### src/rtl/parking_pkg.sv
// Shared definitions for the parking barrier lane controller.
package parking_pkg;

   typedef logic [1:0] state_t;

   localparam state_t IDLE     = 2'b00;
   localparam state_t OPEN_IN  = 2'b01;
   localparam state_t OPEN_OUT = 2'b10;
   localparam state_t CLOSING  = 2'b11;

   localparam int CAPACITY_DEF = 16;

endpackage

### src/rtl/occupancy_counter.sv
// Saturating up/down occupancy counter; simultaneous inc and dec cancel.
module occupancy_counter #(
   parameter int CAPACITY = 16,
   parameter int CNT_W    = 5
) (
   input  logic             clk,
   input  logic             reset,
   input  logic             inc,
   input  logic             dec,
   output logic [CNT_W-1:0] count,
   output logic             full
);

   assign full = (count == CNT_W'(CAPACITY));

   always_ff @(posedge clk or negedge reset) begin
      if (!reset) begin
         count <= '0;
      end else if (inc && !dec && !full) begin
         count <= count + CNT_W'(1);
      end else if (dec && !inc && (count != '0)) begin
         count <= count - CNT_W'(1);
      end
   end

endmodule

### src/rtl/parking_gate_ctrl.sv
// Barrier lane controller: arbitrates entry/exit ownership, times the open
// window and the closing guard, and tracks lot occupancy.
//
// state    | meaning
// IDLE     | gate closed, arbitrating pending/incoming requests
// OPEN_IN  | gate open for the entry side, waiting for passage or timeout
// OPEN_OUT | gate open for the exit side, waiting for passage or timeout
// CLOSING  | gate lowering for CLOSE_CYC cycles; last cycle may grant again
module parking_gate_ctrl
   import parking_pkg::*;
#(
   parameter int CAPACITY  = CAPACITY_DEF,
   parameter int CNT_W     = 5,
   parameter int TIMEOUT   = 100,
   parameter int TMR_W     = 8,
   parameter int CLOSE_CYC = 4
) (
   input  logic             clk,
   input  logic             reset,
   input  logic             req_in,
   input  logic             req_out,
   input  logic             entrada,
   input  logic             salida,
   output logic             gate_open,
   output logic             dir_in,
   output logic [CNT_W-1:0] count,
   output logic             full,
   output logic             deny,
   output logic             timeout
);

   localparam int CLS_W = (CLOSE_CYC > 1) ? $clog2(CLOSE_CYC) : 1;

   state_t           state, state_nx;
   logic             pend_in, pend_out, last_dir;
   logic [TMR_W-1:0] tmr;
   logic [CLS_W-1:0] cls;

   logic eff_in, eff_out, can_grant, grant_in, grant_out, drop_in;
   logic passage, tmr_done, cls_done, is_open;
   logic gate_nx, dir_nx, deny_nx, timeout_nx;

   occupancy_counter #(
      .CAPACITY (CAPACITY),
      .CNT_W    (CNT_W)
   ) u_occupancy (
      .clk   (clk),
      .reset (reset),
      .inc   (entrada),
      .dec   (salida),
      .count (count),
      .full  (full)
   );

   // Arbitration runs in IDLE and on the final CLOSING cycle, so the next
   // grant can land on the edge that ends the closing guard.
   always_comb begin
      eff_in    = pend_in | req_in;
      eff_out   = pend_out | req_out;
      passage   = entrada | salida;
      tmr_done  = (tmr == '0);
      cls_done  = (cls == '0);
      is_open   = (state == OPEN_IN) || (state == OPEN_OUT);
      can_grant = (state == IDLE) || ((state == CLOSING) && cls_done);
      grant_in  = can_grant && eff_in && !full && !(eff_out && last_dir);
      grant_out = can_grant && eff_out && !grant_in;
      drop_in   = can_grant && eff_in && full;
   end

   always_ff @(posedge clk or negedge reset) begin
      if (!reset) begin
         state     <= IDLE;
         gate_open <= 1'b0;
         dir_in    <= 1'b0;
         deny      <= 1'b0;
         timeout   <= 1'b0;
      end else begin
         state     <= state_nx;
         gate_open <= gate_nx;
         dir_in    <= dir_nx;
         deny      <= deny_nx;
         timeout   <= timeout_nx;
      end
   end

   always_comb begin
      state_nx = IDLE;
      case (state)
         IDLE: begin
            if (grant_in)       state_nx = OPEN_IN;
            else if (grant_out) state_nx = OPEN_OUT;
            else                state_nx = IDLE;
         end
         OPEN_IN, OPEN_OUT: begin
            state_nx = (passage || tmr_done) ? CLOSING : state;
         end
         CLOSING: begin
            if (!cls_done)      state_nx = CLOSING;
            else if (grant_in)  state_nx = OPEN_IN;
            else if (grant_out) state_nx = OPEN_OUT;
            else                state_nx = IDLE;
         end
         default: state_nx = IDLE;
      endcase
   end

   always_comb begin
      gate_nx    = (state_nx == OPEN_IN) || (state_nx == OPEN_OUT);
      dir_nx     = 1'b0;
      case (state_nx)
         OPEN_IN: dir_nx = 1'b1;
         CLOSING: dir_nx = dir_in;
         default: dir_nx = 1'b0;
      endcase
      timeout_nx = is_open && tmr_done && !passage;
      deny_nx    = (req_in && full) || drop_in;
   end

   always_ff @(posedge clk or negedge reset) begin
      if (!reset) begin
         pend_in  <= 1'b0;
         pend_out <= 1'b0;
         last_dir <= 1'b0;
         tmr      <= '0;
         cls      <= '0;
      end else begin
         if (grant_in || drop_in)   pend_in <= 1'b0;
         else if (req_in && !full)  pend_in <= 1'b1;

         if (grant_out)             pend_out <= 1'b0;
         else if (req_out)          pend_out <= 1'b1;

         if (grant_in)              last_dir <= 1'b1;
         else if (grant_out)        last_dir <= 1'b0;

         if (grant_in || grant_out)      tmr <= TMR_W'(TIMEOUT - 1);
         else if (is_open && !tmr_done)  tmr <= tmr - TMR_W'(1);

         if ((state != CLOSING) && (state_nx == CLOSING))
            cls <= CLS_W'(CLOSE_CYC - 1);
         else if ((state == CLOSING) && !cls_done)
            cls <= cls - CLS_W'(1);
      end
   end

endmodule

### config.mk
export PLATFORM = sky130hd
export DESIGN_NAME = parking_gate_ctrl
export DESIGN_NICKNAME = d
export VERILOG_FILES = /design/src/rtl/parking_pkg.sv /design/src/rtl/occupancy_counter.sv /design/src/rtl/parking_gate_ctrl.sv
export SDC_FILE = /design/constraint.sdc
export NUM_CORES = 1
export LEC_CHECK = 0
export ABC_AREA = 0
export CORE_ASPECT_RATIO = 2
export CORE_MARGIN = 2
export CORE_UTILIZATION = 45
export CTS_CLUSTER_DIAMETER = 50
export CTS_CLUSTER_SIZE = 8
export DETAILED_ROUTE_END_ITERATION = 10
export GPL_ROUTABILITY_DRIVEN = 0
export PLACE_DENSITY = 0.73
export SLEW_MARGIN = 30
export SYNTH_ARGS = -nofsm -noshare
export SYNTH_HDL_FRONTEND = slang
export SYNTH_HIERARCHICAL = 1
export SYNTH_SLANG_ARGS = --single-unit
### constraint.sdc
create_clock -name clk -period 2.7 [get_ports clk]
set_input_delay 0.675 -clock clk [delete_from_list [all_inputs] [get_ports clk]]
set_output_delay 0.675 -clock clk [all_outputs]
set_load 0.02 [all_outputs]
==> results.tsv <==
stage	metric	value	unit
timing	relative slew slack	69.3	%
synthesis	Synth Instances	161	
layout	fin nets	213	
synthesis	post-synthesis cell type count	47	
critical_path	Worst R2R Start	u_occupancy/count[1]	
layout	layout cells sized above 1	18.6	%
critical_path	Setup crit start kind	primary input	
floorplanning	die area	3890	um^2
layout	area of the multi-input gates	872	um^2
timing	Fmax	389	MHz
global_route	GR Util met2	37.5	%
route	drt wl/cell	15.9	um
critical_path	CP Max Fanout	5	
placed_design	quantity of I/O buffers inserted on ports	15	
layout	Filler cells	266	
global_route	met3 usage	2.92	%
floorplanning	# IOs	16	
synthesis	synth top area cells	dfrtp_1 (39%), ha_1 (9.0%), a21oi_1 (4.6%)	
power_and_ir_drop	Power Density	1300	nW/um^2
clock_network	CTS Buffer Depth	2	
timing	Setup violations, final	0	
global_route	global-route wire length before repair	6090	um
layout	Diodes inserted	0	
route	DR iter-0 viols	40	
timing	Final Cycle Share	95.3	%
floorplanning	core footprint	3190	um^2
critical_path	Worst EP arrival	2.74	ns
global_route	largest net degree at the start of global routing	25	
synthesis	most common cell in the netlist	dfrtp_1	
synthesis	mapped cell area	1520	um^2
synthesis	post-synthesis register bit count	24	
layout	Area Growth Syn to Fin	23.7	%
global_route	vias in the first global route	1430	
floorplanning	Std-Cell Rows	29	
synthesis	Main synth FF type	dfrtp_1	
floorplanning	Starting Density	47.7	%
timing	Final Max Slew Viols	0	
route	drt drc	0	
critical_path	Setup CP Type	in2reg	
critical_path	CP Launch Point	req_out	
power_and_ir_drop	Peak VDD IR	0.836	mV
route	drt pass-1 iters	4	
power_and_ir_drop	total chip power	2.45	mW
synthesis	cell taking the most area after synthesis	dfrtp_1	
clock_network	Worst-Skew Late Latency	0.27	ns
timing	skew final	0.00518	ns
clock_network	CTS Buf Count	3	
global_route	initial antenna violation count	0	
global_route	GRT Total Usage	20.6	%
placed_design	Post-DP HPWL	2820	um
critical_path	required time worst endpoint	2.87	ns
synthesis	Synth top area share	39.4	%
global_route	met1 Usage GRT	20.9	%
power_and_ir_drop	Leak	0.808	nW
clock_network	clock sink count	24	
floorplanning	die height	86.3	um
floorplanning	Die Width	45.1	um
synthesis	EDFF count, synth	0	
synthesis	Synth warnings	6	
clock_network	htree depth	1	
clock_network	postcts setup bufs	0	
synthesis	share of flip-flops with an asynchronous set or reset	100	%
clock_network	clock transition at the registers of the reported paths	0.09	ns
timing	RSZ-0062 raised after global routing	no	
critical_path	Worst R2R Setup Slack	0.18	ns
route	post-route ant nets	0	
timing	worst slew pin tran	0.448	ns
global_route	gr busiest metal	met2	
timing	final hold slack	0.489	ns
clock_network	root buf cell	clkbuf_8	
critical_path	worst reg2reg path depth	11	
min_path	Hold WC Path Type	reg2reg	
run_status	run status	finished, final reports clean	
critical_path	critical path endpoint category	flop	
clock_network	TritonCTS clock tree	yes	
global_route	GR Overflow Total	0	
synthesis	Seq/Total Area, Yosys	39.4	%
timing	Tmin final	2.57	ns
job	total of max-cap violations	0	
synthesis	average size of a mapped cell	9.46	um^2
timing	Fin. Hold Viols	0	
timing	Fin Setup TNS	0	ns
critical_path	RR Endpoint	cls[0]	
route	via count	1380	
route	Via density	6.13	
route	aggregate routed wire length	3590	um
min_path	hold_sp	cls[0]	
layout	Seq. cell area	601	um^2
critical_path	crit path to	cls[0]	
synthesis	Mapped Nets	179	
synthesis	Commonest cells post-synth	dfrtp_1 (24), nor2_1 (16), nand2_1 (15)	
[timing repair]
action                     CTS  global route
pin swaps                    0             1
cloned                       0             0
setup endpoints to repair    1             3
hold buffers                 0             0
gates resized for setup      1             4
[metrics by stage]
step / cells / area (um^2) / util, % / setup WS, ns
2_1_floorplan: 161 / 1520 / - / 0.185
5_1_grt: 225 / 1880 / 59.0 / 0.00707
3_5_place_dp: 221 / 1820 / 56.9 / -0.187
6_report: 225 / 1880 / 59.0 / 0.127
4_1_cts: 225 / 1870 / 58.6 / 0.0994
3_3_place_gp: 221 / 1820 / 56.9 / -0.104
[metal layers]
metal / wire (um) / share of wire [%]
met5: 0 / 0
met1: 1260 / 35
met2: 2040 / 57
met3: 145 / 4.0
met4: 147 / 4.1
[state kept, by name, summed over array words and instances (netlist names)]
register	count
timeout	1
state	2
u_occupancy/count	5
pend_out	1
dir_in	1
last_dir	1
deny	1
cls	2
tmr	8
pend_in	1
gate_open	1
[cells by family (layout without fill, tap and decap cells)]
kind of cell / Yosys count / after routing / synth area share, %
buf+inv: 15 / 48 / 4.19
simple gates: 57 / 57 / 20.1
mux: 3 / 3 / 2.88
flops: 24 / 24 / 39.4
xor+xnor: 6 / 6 / 3.45
compound gates: 44 / 44 / 19.6
fa+ha+maj: 12 / 12 / 10.4
[area by class of cell]
class | count | share of cell area, %
Clock buffer | 4 | 2.92
Inverter | 13 | 2.59
Multi-Input combinational cell | 122 | 46.3
Sequential cell | 24 | 31.9
Tap cell | 31 | 2.06
Timing Repair Buffer | 31 | 14.3
[where the power goes]
group          internal, mW  switching [mW]  total [mW]
combinational         0.718           0.835        1.55
clock                 0.131           0.119       0.249
sequential            0.516           0.132       0.648
total                  1.36            1.09        2.45
[worst max-delay path, cell delays in order]
cell             delay (ns)
clkdlybuf4s50_1        0.44
o21a_1                 0.23
or4_4                  0.46
a21oi_2                0.16
o31a_1                 0.22
ha_1                   0.20
nor3b_2                0.17
a21oi_1                0.07
nand2_1                0.07
o21ai_1                0.05
[worst min-delay path by stage]
stage	end	depth (start not counted)
after CTS	cls[0]	1
after global placement	cls[0]	1
final	cls[0]	1
after global routing	cls[0]	1
after floorplan	cls[0]	0
after detailed placement	cls[0]	1
[cell usage in the layout, fill, tap and decap left out, types with 3 or more instances in the layout]
cell             count
a21oi_1             13
buf_4               16
clkbuf_8             4
clkdlybuf4s50_1     14
dfrtp_1             24
ha_1                 9
inv_1               13
nand2_1             15
nand2b_1             4
nor2_1              16
nor3_1               5
o21ai_0              5
o21ai_1              5
xnor2_1              3
xor2_1               3
No activity file was read; power rests on OpenSTA's default activity.
